File: src/rtl/sprite_compositor_if.sv
// Sprite compositor bus: per-pixel layer colours and frame controls in, composited pixel and
// collision status out.
//   pix_valid     pixel is in the active area
//   frame_start   one-cycle pulse on the first pixel slot of a frame
//   layer_color   layer i at bits [i*COLOR_W +: COLOR_W], layer 0 on top
//   layer_en_cfg  requested layer enables, taken at frame_start only
//   color         composited pixel colour
//   color_valid   pix_valid delayed by two clocks
//   collide       per-layer overlap flags from the previous frame
//   collide_irq   one-cycle pulse when collide is reloaded with a nonzero value
// master = pixel source, slave = compositor.
interface sprite_compositor_if #(
  parameter int unsigned NUM_LAYERS = 6,
  parameter int unsigned COLOR_W    = 8
);
  logic                          pix_valid;
  logic                          frame_start;
  logic [NUM_LAYERS*COLOR_W-1:0] layer_color;
  logic [NUM_LAYERS-1:0]         layer_en_cfg;
  logic [COLOR_W-1:0]            color;
  logic                          color_valid;
  logic [NUM_LAYERS-1:0]         collide;
  logic                          collide_irq;

  modport master (
    output pix_valid, frame_start, layer_color, layer_en_cfg,
    input  color, color_valid, collide, collide_irq
  );

  modport slave (
    input  pix_valid, frame_start, layer_color, layer_en_cfg,
    output color, color_valid, collide, collide_irq
  );
endinterface

File: src/rtl/sprite_compositor.sv
// Two-stage priority compositor for the pacman video path. Layer 0 has the highest priority;
// a layer whose colour equals KEY_COLOR is transparent. Layer enables are frame-synchronous.
// Overlaps between REF_LAYER (pacman) and any other opaque layer are accumulated over a frame
// and published at the next frame_start.
//   clk  pixel clock
//   rst  synchronous reset, active-low
//   bus  sprite_compositor_if slave modport (pixel stream in, colour/collision out)
module sprite_compositor #(
  parameter int unsigned         NUM_LAYERS = 6,
  parameter int unsigned         COLOR_W    = 8,
  parameter logic [COLOR_W-1:0]  KEY_COLOR  = '0,
  parameter logic [COLOR_W-1:0]  BG_COLOR   = '0,
  parameter int unsigned         REF_LAYER  = 4
) (
  input logic                 clk,
  input logic                 rst,
  sprite_compositor_if.slave  bus
);

  logic [NUM_LAYERS-1:0]         en_active_q;
  logic [NUM_LAYERS-1:0]         en_use;
  logic [NUM_LAYERS-1:0]         opq;

  // Stage 1
  logic [NUM_LAYERS*COLOR_W-1:0] colors_q;
  logic [NUM_LAYERS-1:0]         opq_q;
  logic                          valid_q;
  logic                          fs_q;
  logic [NUM_LAYERS-1:0]         hit_oth;
  logic [NUM_LAYERS-1:0]         hit;

  // Stage 2
  logic [COLOR_W-1:0]            pick;
  logic [COLOR_W-1:0]            color_q;
  logic                          color_valid_q;
  logic [NUM_LAYERS-1:0]         acc_q;
  logic [NUM_LAYERS-1:0]         collide_q;
  logic                          irq_q;

  // The frame_start pixel already sees the new enables.
  always_comb begin
    en_use = bus.frame_start ? bus.layer_en_cfg : en_active_q;
    opq    = '0;
    for (int unsigned i = 0; i < NUM_LAYERS; i++) begin
      opq[i] = en_use[i] && (bus.layer_color[i*COLOR_W +: COLOR_W] != KEY_COLOR);
    end
  end

  // The reference layer is flagged whenever any other layer overlapped it.
  always_comb begin
    hit_oth = '0;
    for (int unsigned i = 0; i < NUM_LAYERS; i++) begin
      if (i != REF_LAYER) begin
        hit_oth[i] = opq_q[i] && opq_q[REF_LAYER] && valid_q;
      end
    end
    hit            = hit_oth;
    hit[REF_LAYER] = |hit_oth;
  end

  always_comb begin
    logic found;
    pick  = BG_COLOR;
    found = 1'b0;
    for (int unsigned i = 0; i < NUM_LAYERS; i++) begin
      if (opq_q[i] && !found) begin
        pick  = colors_q[i*COLOR_W +: COLOR_W];
        found = 1'b1;
      end
    end
    if (!valid_q) begin
      pick = BG_COLOR;
    end
  end

  always_ff @(posedge clk) begin
    if (!rst) begin
      en_active_q   <= '1;
      colors_q      <= '0;
      opq_q         <= '0;
      valid_q       <= 1'b0;
      fs_q          <= 1'b0;
      color_q       <= BG_COLOR;
      color_valid_q <= 1'b0;
      acc_q         <= '0;
      collide_q     <= '0;
      irq_q         <= 1'b0;
    end else begin
      if (bus.frame_start) begin
        en_active_q <= bus.layer_en_cfg;
      end
      colors_q      <= bus.layer_color;
      opq_q         <= opq;
      valid_q       <= bus.pix_valid;
      fs_q          <= bus.frame_start;
      color_q       <= pick;
      color_valid_q <= valid_q;
      // The frame_start pixel belongs to the new frame: it seeds acc, not the publish.
      if (fs_q) begin
        collide_q <= acc_q;
        acc_q     <= hit;
        irq_q     <= |acc_q;
      end else begin
        acc_q     <= acc_q | hit;
        irq_q     <= 1'b0;
      end
    end
  end

  assign bus.color       = color_q;
  assign bus.color_valid = color_valid_q;
  assign bus.collide     = collide_q;
  assign bus.collide_irq = irq_q;

endmodule

File: src/flat_wrapper.sv
// flat-port wrapper written by rule: the top's interface ports become plain ports
module sprite_compositor_flat 
#(
  parameter int unsigned         NUM_LAYERS = 6,
  parameter int unsigned         COLOR_W    = 8,
  parameter logic [COLOR_W-1:0]  KEY_COLOR  = '0,
  parameter logic [COLOR_W-1:0]  BG_COLOR   = '0,
  parameter int unsigned         REF_LAYER  = 4
)
  (clk, rst, bus_pix_valid, bus_frame_start, bus_layer_color, bus_layer_en_cfg, bus_color, bus_color_valid, bus_collide, bus_collide_irq);
  sprite_compositor_if #(.NUM_LAYERS(NUM_LAYERS), .COLOR_W(COLOR_W)) bus_i ();
  input logic clk;
  input logic rst;
  input wire logic [$bits(bus_i.pix_valid)-1:0] bus_pix_valid;
  input wire logic [$bits(bus_i.frame_start)-1:0] bus_frame_start;
  input wire logic [$bits(bus_i.layer_color)-1:0] bus_layer_color;
  input wire logic [$bits(bus_i.layer_en_cfg)-1:0] bus_layer_en_cfg;
  output wire logic [$bits(bus_i.color)-1:0] bus_color;
  output wire logic [$bits(bus_i.color_valid)-1:0] bus_color_valid;
  output wire logic [$bits(bus_i.collide)-1:0] bus_collide;
  output wire logic [$bits(bus_i.collide_irq)-1:0] bus_collide_irq;
  assign bus_i.pix_valid = bus_pix_valid;
  assign bus_i.frame_start = bus_frame_start;
  assign bus_i.layer_color = bus_layer_color;
  assign bus_i.layer_en_cfg = bus_layer_en_cfg;
  assign bus_color = bus_i.color;
  assign bus_color_valid = bus_i.color_valid;
  assign bus_collide = bus_i.collide;
  assign bus_collide_irq = bus_i.collide_irq;
  sprite_compositor #(.NUM_LAYERS(NUM_LAYERS), .COLOR_W(COLOR_W), .KEY_COLOR(KEY_COLOR), .BG_COLOR(BG_COLOR), .REF_LAYER(REF_LAYER)) u_core (.clk(clk), .rst(rst), .bus(bus_i));
endmodule
File: config.mk
export PLATFORM = sky130hd
export DESIGN_NAME = sprite_compositor_flat
export DESIGN_NICKNAME = d
export VERILOG_FILES = /design/src/rtl/sprite_compositor_if.sv /design/src/rtl/sprite_compositor.sv /design/src/flat_wrapper.sv
export SDC_FILE = /design/constraint.sdc
export NUM_CORES = 1
export LEC_CHECK = 0
export ABC_CLOCK_PERIOD_IN_PS = 2600
export BUFFER_PORTS_ARGS = -buffer_cell sky130_fd_sc_hd__buf_2
export CAP_MARGIN = 20
export CORE_MARGIN = 2
export CORE_UTILIZATION = 30
export DETAILED_ROUTE_END_ITERATION = 8
export GPL_TIMING_DRIVEN = 1
export PLACE_DENSITY_LB_ADDON = 0.3
export SYNTH_ARGS = -nofsm -noshare
export SYNTH_HDL_FRONTEND = slang
export SYNTH_SLANG_ARGS = --single-unit
File: constraint.sdc
create_clock -name clk -period 2.6 [get_ports clk]
set_input_delay 0.52 -clock clk [delete_from_list [all_inputs] [get_ports clk]]
set_output_delay 0.52 -clock clk [all_outputs]
set_load 0.01 [all_outputs]
==> results of run 1 <==
## layout make-up
cell class | count | area, sq um | share of cell area
flip-flops and latches | 84 | 1680 | 0.457
well taps | 133 | 166 | 0.0452
multi-input cells | 183 | 1230 | 0.336
inverters | 2 | 7.51 | 0.00204
clock buffers | 11 | 141 | 0.0384
repair buffers | 74 | 373 | 0.101
clock inverters | 5 | 75.1 | 0.0204
## how the worst min path moves through the flow
stage,to,slack (ns),cells past startpoint
3_5_place_dp,u_core.en_active_q[0],0.46,2
5_1_grt,u_core.valid_q,0.37,2
6_report,u_core.valid_q,0.38,2
3_3_place_gp,u_core.en_active_q[0],0.47,2
4_1_cts,u_core.valid_q,0.36,2
2_1_floorplan,u_core.en_active_q[0],0.44,2
## state kept, by name, indices dropped and copies added (netlist names)
name and count:
u_core.acc_q 6, u_core.opq_q 6, u_core.fs_q 1, u_core.colors_q 48, u_core.bus.collide 6, u_core.bus.color_valid 1
u_core.valid_q 1, u_core.bus.color 8, u_core.en_active_q 6, u_core.bus.collide_irq 1
## stage by stage
step / total power, uW / cell area [sq um] / hold WS, ns / cells / util
after floorplan: 1550 / 3030 / 0.438 / 290 / -
after global placement: 1640 / 3460 / 0.470 / 476 / 0.354
after detailed placement: 1640 / 3460 / 0.462 / 476 / 0.354
after CTS: 2640 / 3680 / 0.363 / 492 / 0.376
after global routing: 2730 / 3680 / 0.367 / 492 / 0.376
final: 2610 / 3680 / 0.382 / 492 / 0.376
## cells in the final DEF (no fill, tap or decap), types with 2 or more instances in the layout
master      n
a211oi_1    5
a21oi_1     9
a22oi_1     8
a31o_1      5
a31oi_1     8
and2_1     51
buf_2      73
bufinv_16   2
clkbuf_8   10
clkinv_2    3
dfxtp_1    84
mux2i_1    12
nand2_1    11
nand2b_1    2
nand3_1     8
nand3b_1    7
nor2_1     11
nor2b_1     7
nor4_1     12
nor4b_1     6
o2bb2ai_1   2
o31ai_1     8
## where the power goes
group          internal (uW)  switching (uW)  total, uW
logic                    106             107        213
registers               1350            52.0       1400
clock network            563             436        999
total                   2020             595       2610
## logic make-up after synthesis
family,after synthesis,synth area share
buffers and inverters,23,0.0372
and+or+nand+nor,122,0.252
AOI/OAI and AO/OA,48,0.112
DFF,84,0.555
muxes,13,0.0434
## worst max-delay path, delay by kind of cell, from the launching register on
kind / cells / cell delay (ns)
flip-flops: 1 / 0.58
AND/OR/NAND/NOR: 1 / 0.79
AO/OA/AOI/OAI: 2 / 0.39
## routing by layer
layer  up-vias  GRT usage  share of wire
met4         0     0.0743          0.025
met1       970      0.180           0.50
met5         -          0              0
met2        65      0.191           0.43
met3        10     0.0294          0.045
li1       1144          -              -
==> results.md, run 1 <==
* Reg2reg setup slack at about 0.75 ns
* Critical Path Start Type: flip-flop
* # setup viols final at 0
* Total grt overflow at 0
* CP endpoint kind: flip-flop
* Number of diodes at 0
* Critical-path top delay cell: nor4_4
* CTS tree: built
* Status: finished, final reports clean
* Worst-path fanout max at 21
* Num CTS Buffers at 9
* Final ANT Viol Nets at 0
* Final min period at 1.85 ns
* Vias at 2,189
* Fin. max-slew vios at 0
* Power Density at a little over 700 nW/um^2
* Worst Path Arrival at around 2.1 ns
* DRC at 0
* Rows at 36
* Hold Path Origin: bus_pix_valid
* Synth top area share at 0.555
* Synth Net Count at 348
* Post-Route Setup TNS at 0 ns
* Post-Syn Area at roughly 3000 sq um
* Longest Clk Path Bufs at 2
* Most common cell in the synthesized netlist: dfxtp_1
* Post-synthesis cell type count at 36
* Lkg Pwr at approximately 0.0015 uW
* Number of global-route vias before repair at 2,115
* WL/cell at 14.2 microns
* CP endpoint: u_core.bus.color[5]
* Initial core utilization at 0.310
* Syn. warnings at 0
* Fmax at 539 MHz
* Slew @ Worst Pin at roughly 0.84 ns
* Unrepaired setup endpoints after global routing: no
* Pre-CTS setup slack at roughly 0.8 ns
* Critical path cell sequence: nor4_4 > a22oi_1 > a31oi_1
* Final net count at between 400 and 500
* Main synth FF type: dfxtp_1
* Skew final at 0.00568 ns
* Worst r2r src: u_core.opq_q[1]
* DPL Wire Length at between 5000 and 6000 microns
* Initial DRC count at between 100 and 150
* Req. time, crit path at around 2.9 ns
* Share of cells above drive strength 1 at 0.256
* Largest net degree at the start of global routing at 48
* Maximum VDD drop at 0.000259 V
* H-tree Lvls at 3
* Slowest stage delay, CP at approximately 0.79 ns
* Die Wd at about 100 microns
* Clock tree sinks at between 80 and 90
* Die area at roughly 11,000 sq um
* Hold WC Path Type: input port to flip-flop
* Die Ht at 104 microns
* DRT Pass-1 Iters at 5
* Reg-to-Reg End: u_core.bus.color[5]
* Post-route clock period utilization at 0.713
* Yosys reg bits at 84
* Top cells by count, synth: 84 x dfxtp_1, 51 x and2_1, 12 x mux2i_1, 12 x nor4_1
* Routed WL at between 6000 and 7000 microns
* Sequential share of the synthesized area at 0.555
* I/O pin count at 74
* First-pass GRT wire length at approximately 11,000 microns
* Setup bufs post-CTS at 0
* Clock Latency Late Sink at around 0.35 ns
* Synth-to-Final Area Change at 21.5%
* Post-CTS Hold Fix Bufs at 0
* Reg2reg path depth at 3
* Final Worst Setup Slack at 0.746 ns
* Max cap viols at 0
* Root buf cell: clkbuf_8
* Cells after Synth at 290
* I/O Buffers at 73
* Initial antenna violation count at 0
* Share of flip-flops with an asynchronous set or reset at 0
* Avg Inst Size Synth at about 10 sq um
* All-layer global routing usage at 0.132
* Core footprint at roughly 9800 sq um
* Placer congestion estimate at ~0.82
* Fill cells at 1,015
* Clk slew on worst S/H paths at approximately 0.08 ns
* Final hold vios at 0
* Number of synthesized flops with an enable pin at 0
* Post-CTS sizing at 0
* Rel. slew slack at 0.440
* Via density at about 4.4
* Critical path class: flip-flop to flip-flop
* Cell taking the most area after synthesis: dfxtp_1
* Critical path launch point: u_core.opq_q[1]
* Ranking of synthesized cells by area: dfxtp_1 56%, and2_1 11%, mux2i_1 4.0%, nor4_1 2.5%, a22oi_1 2.0%
No activity file was read; power rests on OpenSTA's default activity.
==> run 2, diff against run 1 <==
--- a/config.mk
+++ b/config.mk
@@ -5,7 +5,7 @@
 export SDC_FILE = /design/constraint.sdc
 export NUM_CORES = 1
 export LEC_CHECK = 0
-export ABC_CLOCK_PERIOD_IN_PS = 2600
+export ABC_CLOCK_PERIOD_IN_PS = 1500
 export BUFFER_PORTS_ARGS = -buffer_cell sky130_fd_sc_hd__buf_2
 export CAP_MARGIN = 20
 export CORE_MARGIN = 2
==> constraint.sdc (replaced) <==
create_clock -name clk -period 1.5 [get_ports clk]
set_input_delay 0.3 -clock clk [delete_from_list [all_inputs] [get_ports clk]]
set_output_delay 0.3 -clock clk [all_outputs]
set_load 0.01 [all_outputs]
==> run 2 against run 1 <==
Net effect:
- hold slack got worse by 0.23 ns
- critical path depth increased by 1
- sequential share of layout area decreased by 0.93 points
- worst setup slack got worse by 0.68 ns
- total power increased by 64%
- cell count increased by 2.4%
==> results.md, run 2 (synthesis gave the netlist of run 1 again) <==
* Largest net degree at the start of global routing at 47 (was 48)
* Clock tree sinks at 84 (unchanged)
* Skew final at 0.00876 ns (was 0.00568 ns)
* Die Wd at 104 microns (unchanged)
* Share of cells above drive strength 1 at 0.305 (was 0.256)
* I/O Buffers at 73 (unchanged)
* Critical path cell sequence: buf_4 > or3b_4 > a31o_1 > a31oi_1 (was nor4_4 > a22oi_1 > a31oi_1)
* Hold WC Path Type: input port to flip-flop (unchanged)
* Num CTS Buffers at 9 (unchanged)
* Worst Path Arrival at 1.71 ns (was 2.12 ns)
* Most frequent cells in the layout: 80 x dfxtp_1, 73 x buf_2, 51 x and2_1 (was 84 x dfxtp_1, 73 x buf_2, 51 x and2_1)
* CTS tree: built (unchanged)
* Tot Pwr at 4280 uW (was 2610 uW)
* Longest Clk Path Bufs at 2 (unchanged)
* Final hold vios at 0 (unchanged)
* Initial antenna violation count at 0 (unchanged)
* Fmax at 698 MHz (was 539 MHz)
* Final net count at 424 (was 412)
* Routed WL at 7580 microns (was 6970 microns)
* Fin. max-slew vios at 0 (unchanged)
* Req. time, crit path at 1.78 ns (was 2.86 ns)
* DRC at 0 (unchanged)
* Synth-to-Final Area Change at 24.4% (was 21.5%)
* Worst-path fanout max at 9 (was 21)
* DRT Pass-1 Iters at 4 (was 5)
* Post-Route Setup TNS at 0 ns (unchanged)
* H-tree Lvls at 3 (unchanged)
* Power Density at 1140 nW/um^2 (was 710 nW/um^2)
* Number of global-route vias before repair at 2,386 (was 2,115)
* Core footprint at 9770 sq um (unchanged)
* Rel. slew slack at 0.640 (was 0.440)
* Initial DRC count at 164 (was 146)
* Reg2reg setup slack at 0.07 ns (was 0.75 ns)
* Clk slew on worst S/H paths at 0.09 ns (was 0.08 ns)
* Largest Register: u_core.colors_q (unchanged)
* Area of placed instances at 3560 sq um (was 3460 sq um)
* Via density at 4.71 (was 4.45)
* First-pass GRT wire length at 11,900 microns (was 11,000 microns)
* Critical-path top delay cell: or3b_4 (was nor4_4)
* Post-route clock period utilization at 0.955 (was 0.713)
* Vias at 2,372 (was 2,189)
* # setup viols final at 0 (unchanged)
* Final min period at 1.43 ns (was 1.85 ns)
* Setup bufs post-CTS at 0 (unchanged)
* Slowest stage delay, CP at 0.42 ns (was 0.79 ns)
* Number of diodes at 0 (unchanged)
* Max cap viols at 0 (unchanged)
* Min Hold Slack at 0.156 ns (was 0.382 ns)
* WL/cell at 15.0 microns (was 14.2 microns)
* Max reg flops at 48 (unchanged)
* Root buf cell: clkbuf_8 (unchanged)
* All-layer global routing usage at 0.140 (was 0.132)
* Total grt overflow at 0 (unchanged)
* Lkg Pwr at 0.00153 uW (was 0.00149 uW)
* Final ANT Viol Nets at 0 (unchanged)
* Critical Path Start Type: flip-flop (unchanged)
* Rows at 36 (unchanged)
* Die area at 10,900 sq um (unchanged)
* Maximum VDD drop at 0.000431 V (was 0.000259 V)
* Die Ht at 104 microns (unchanged)
* CP endpoint kind: flip-flop (unchanged)
* Slew @ Worst Pin at 0.539 ns (was 0.840 ns)
* Initial core utilization at 0.310 (unchanged)
* DPL Wire Length at 5740 microns (was 5280 microns)
* Design area at 3770 sq um (was 3680 sq um)
* Critical path class: flip-flop to flip-flop (unchanged)
* Most common cell after layout, fill and taps aside: dfxtp_1 (unchanged)
* Status: finished, final reports clean (unchanged)
* I/O pin count at 74 (unchanged)
* Clock Latency Late Sink at 0.35 ns (about the same)
* Placer congestion estimate at 0.878 (was 0.825)
-- run 2: area by class of cell --
cell class | instances | area (sq um)
Fill cell | 997 | 6010
Sequential cell | 84 | 1690
Multi-Input combinational cell | 184 | 1260
Timing Repair Buffer | 85 | 468
Tap cell | 133 | 166
Clock buffer | 9 | 124
Clock inverter | 7 | 51.3
Inverter | 2 | 7.51
-- run 2: routing by layer --
layer	vias to the layer above	wire [microns]	track usage
li1	1173	-	-
met1	1097	3430	0.182
met2	79	3450	0.205
met3	23	384	0.0363
met4	0	312	0.0878
met5	-	0	0
-- run 2: path summary, 6_finish.rpt --
path | from | endpoint | depth (start not counted)
setup / recovery | u_core.opq_q[1] | u_core.bus.color[1] | 4
hold / removal | bus_pix_valid | u_core.valid_q | 2
setup reg to reg | u_core.opq_q[1] | u_core.bus.color[1] | 4
hold reg to reg | u_core.en_active_q[0] | u_core.en_active_q[0] | 2
-- run 2: where the power goes --
part / internal, uW / switching, uW
Clock: 605 / 817
Combinational: 221 / 224
Sequential: 2340 / 72.0
-- run 2: repair_timing --
| item | in CTS | in global routing |
|---|---|---|
| setup endpoints to repair | 0 | 7 |
| hold buffers | 0 | 0 |
| resized for setup | 0 | 9 |
-- run 2: critical path, delay by kind of cell, from the launching register on --
kind                   cells  cell delay, ns
flip-flops                 1            0.37
AND/OR/NAND/NOR            1            0.42
AO/OA/AOI/OAI              2            0.39
buffers and inverters      1            0.18
-- run 2: stage by stage --
step            util  std cells  setup slack, ns
2_1_floorplan      -        290           0.0637
3_3_place_gp   0.364        487           0.0833
3_5_place_dp   0.364        487           0.0358
4_1_cts        0.382        503           0.0101
5_1_grt        0.385        504         -0.00447
6_report       0.385        504           0.0674
==> run 3, diff against run 2 <==
--- a/config.mk
+++ b/config.mk
@@ -5,7 +5,7 @@
 export SDC_FILE = /design/constraint.sdc
 export NUM_CORES = 1
 export LEC_CHECK = 0
-export ABC_CLOCK_PERIOD_IN_PS = 1500
+export ABC_CLOCK_PERIOD_IN_PS = 1700
 export BUFFER_PORTS_ARGS = -buffer_cell sky130_fd_sc_hd__buf_2
 export CAP_MARGIN = 20
 export CORE_MARGIN = 2
==> constraint.sdc (replaced) <==
create_clock -name clk -period 1.7 [get_ports clk]
set_input_delay 0.34 -clock clk [delete_from_list [all_inputs] [get_ports clk]]
set_output_delay 0.34 -clock clk [all_outputs]
set_load 0.01 [all_outputs]
==> run 3 against run 2 <==
Net effect:
- first-iteration DRC count up 23%
- count of clock-buffer cells in the layout rose by 1
- sequential share of layout area grew 0.33 points
- largest cell class unchanged
- highest routed layer unchanged
- sequential power down 12%
- fmax down 9.3%
- via count down 1.8%
- routed wire length shrank 0.73%
==> results.md, run 3 (synthesis gave the netlist of run 1 again) <==
* Status: finished, final reports clean (unchanged)
* Power Density at 1060 nW/um^2 (was 1140 nW/um^2)
* Synth-to-Final Area Change at 23.1% (was 24.4%)
* Sw frac at 0.230 (was 0.260)
* Slowest stage delay, CP at 0.50 ns (was 0.42 ns)
* Post-CTS Hold Fix Bufs at 0 (unchanged)
* Placer congestion estimate at 0.941 (was 0.878)
* DRT Pass-1 Iters at 4 (unchanged)
* Post-Route Setup TNS at 0 ns (unchanged)
* Rel. slew slack at 0.599 (was 0.640)
* Fin. max-slew vios at 0 (unchanged)
* Most common cell after layout, fill and taps aside: dfxtp_1 (unchanged)
* WL/cell at 15.1 microns (was 15.0 microns)
* Share of cells above drive strength 1 at 0.270 (was 0.305)
* Final hold vios at 0 (unchanged)
* DRC at 0 (unchanged)
* Post-route clock period utilization at 0.929 (was 0.955)
* Final net count at 420 (was 424)
* Final min period at 1.58 ns (was 1.43 ns)
* Initial core utilization at 0.310 (unchanged)
* DPL Wire Length at 5840 microns (was 5740 microns)
* Int Pwr at 3050 uW (was 3160 uW)
* Max cap viols at 0 (unchanged)
* Maximum VDD drop at 0.000453 V (was 0.000431 V)
* Critical path cell sequence: buf_4 > nor4b_4 > a22oi_1 > a31oi_1 (was buf_4 > or3b_4 > a31o_1 > a31oi_1)
* Critical Path Start Type: flip-flop (unchanged)
* Setup bufs post-CTS at 0 (unchanged)
* Core footprint at 9770 sq um (unchanged)
* Critical path class: flip-flop to flip-flop (unchanged)
* Die Wd at 104 microns (unchanged)
* Fmax at 633 MHz (was 698 MHz)
* Register share of total power at 0.535 (was 0.563)
* Hold WC Path Type: input port to flip-flop (unchanged)
* # setup viols final at 0 (unchanged)
* Unrepaired setup endpoints after global routing: no
* Clock tree sinks at 84 (unchanged)
* All-layer global routing usage at 0.138 (was 0.140)
* Clk slew on worst S/H paths at 0.08 ns (was 0.09 ns)
* Psw at 914 uW (was 1110 uW)
* Vias at 2,329 (was 2,372)
* Inst Count DP at 484 (was 487)
* Final Util at 0.381 (was 0.385)
* Total grt overflow at 0 (unchanged)
* CTS tree: built (unchanged)
* CP endpoint kind: flip-flop (unchanged)
* H-tree Lvls at 3 (unchanged)
* Root buf cell: clkbuf_8 (unchanged)
* Worst Path Arrival at 1.86 ns (was 1.71 ns)
* I/O Buffers at 73 (unchanged)
* Req. time, crit path at 1.98 ns (was 1.78 ns)
* Routed WL at 7520 microns (was 7580 microns)
* Critical-path top delay cell: nor4b_4 (was or3b_4)
* Lkg Pwr at 0.00152 uW (was 0.00153 uW)
* Initial antenna violation count at 0 (unchanged)
* Die area at 10,900 sq um (unchanged)
* Final std cells w/o fill at 499 (was 504)
* Skew final at 0.00585 ns (was 0.00876 ns)
* Largest Register: u_core.colors_q (unchanged)
* Clock Latency Late Sink at 0.35 ns (about the same)
* Number of diodes at 0 (unchanged)
* Logic pwr share at 0.093 (was 0.104)
* Area of placed instances at 3520 sq um (was 3560 sq um)
* First-pass GRT wire length at 11,700 microns (was 11,900 microns)
* Die Ht at 104 microns (unchanged)
* Largest net degree at the start of global routing at 35 (was 47)
* Via density at 4.67 (was 4.71)
* Post-CTS sizing at 0 (unchanged)
* Worst-path fanout max at 12 (was 9)
* Clock network power share at 0.372 (was 0.333)
* Final ANT Viol Nets at 0 (unchanged)
* Initial DRC count at 202 (was 164)
* Max reg flops at 48 (unchanged)
* Design area at 3730 sq um (was 3770 sq um)
* Number of global-route vias before repair at 2,360 (was 2,386)
* I/O pin count at 74 (unchanged)
* Num CTS Buffers at 9 (unchanged)
* Most frequent cells in the layout: 84 x dfxtp_1, 73 x buf_2, 51 x and2_1 (was 80 x dfxtp_1, 73 x buf_2, 51 x and2_1)
* Longest Clk Path Bufs at 2 (unchanged)
* Rows at 36 (unchanged)
* Slew @ Worst Pin at 0.601 ns (was 0.539 ns)
[run 3: metrics by stage]
step	hold WS, ns	setup slack, ns	total power (uW)
floorplan	0.438	0.264	2370
global placement	0.469	0.247	2530
detailed placement	0.469	0.148	2540
CTS	0.194	0.138	4010
global route	0.200	0.00432	4130
finish	0.205	0.120	3970
[run 3: worst paths after layout]
kind,start,to,slack [ns],cells after the start
worst max-delay path,u_core.opq_q[2],u_core.bus.color[0],0.12,4
worst min-delay path,bus_pix_valid,u_core.valid_q,0.21,2
worst max register to register,u_core.opq_q[2],u_core.bus.color[0],0.12,4
worst min register to register,u_core.en_active_q[0],u_core.en_active_q[0],0.49,2
[run 3: power by group through the flow]
stage          Sequential (uW)  Combinational [uW]  Clock [uW]
6_report                  2120                 369        1480
5_1_grt                   2130                 405        1600
4_1_cts                   2120                 370        1520
3_5_place_dp              2170                 369           0
3_3_place_gp              2170                 361           0
2_1_floorplan             2140                 234           0
[run 3: layout make-up]
class | instances | area [sq um]
fillers | 1018 | 6050
flip-flops and latches | 84 | 1680
multi-input cells | 183 | 1230
repair buffers | 82 | 433
well taps | 133 | 166
clock buffers | 10 | 128
clock inverters | 5 | 77.6
inverters | 2 | 7.51
[run 3: metal layers]
metal | wire (microns) | up-vias | global-route usage | part of all wire
met5 | 0 | - | 0 | 0
met4 | 274 | 0 | 0.0840 | 0.036
met3 | 357 | 19 | 0.0301 | 0.047
met2 | 3450 | 78 | 0.213 | 0.46
met1 | 3450 | 1075 | 0.177 | 0.46
li1 | - | 1157 | - | -
[run 3: worst max-delay path, delay by kind of cell, from the launching register on]
kind | cells | cell delay [ns]
AOI/OAI and AO/OA | 2 | 0.39
buffers and inverters | 1 | 0.21
DFF | 1 | 0.42
and+or+nand+nor | 1 | 0.50
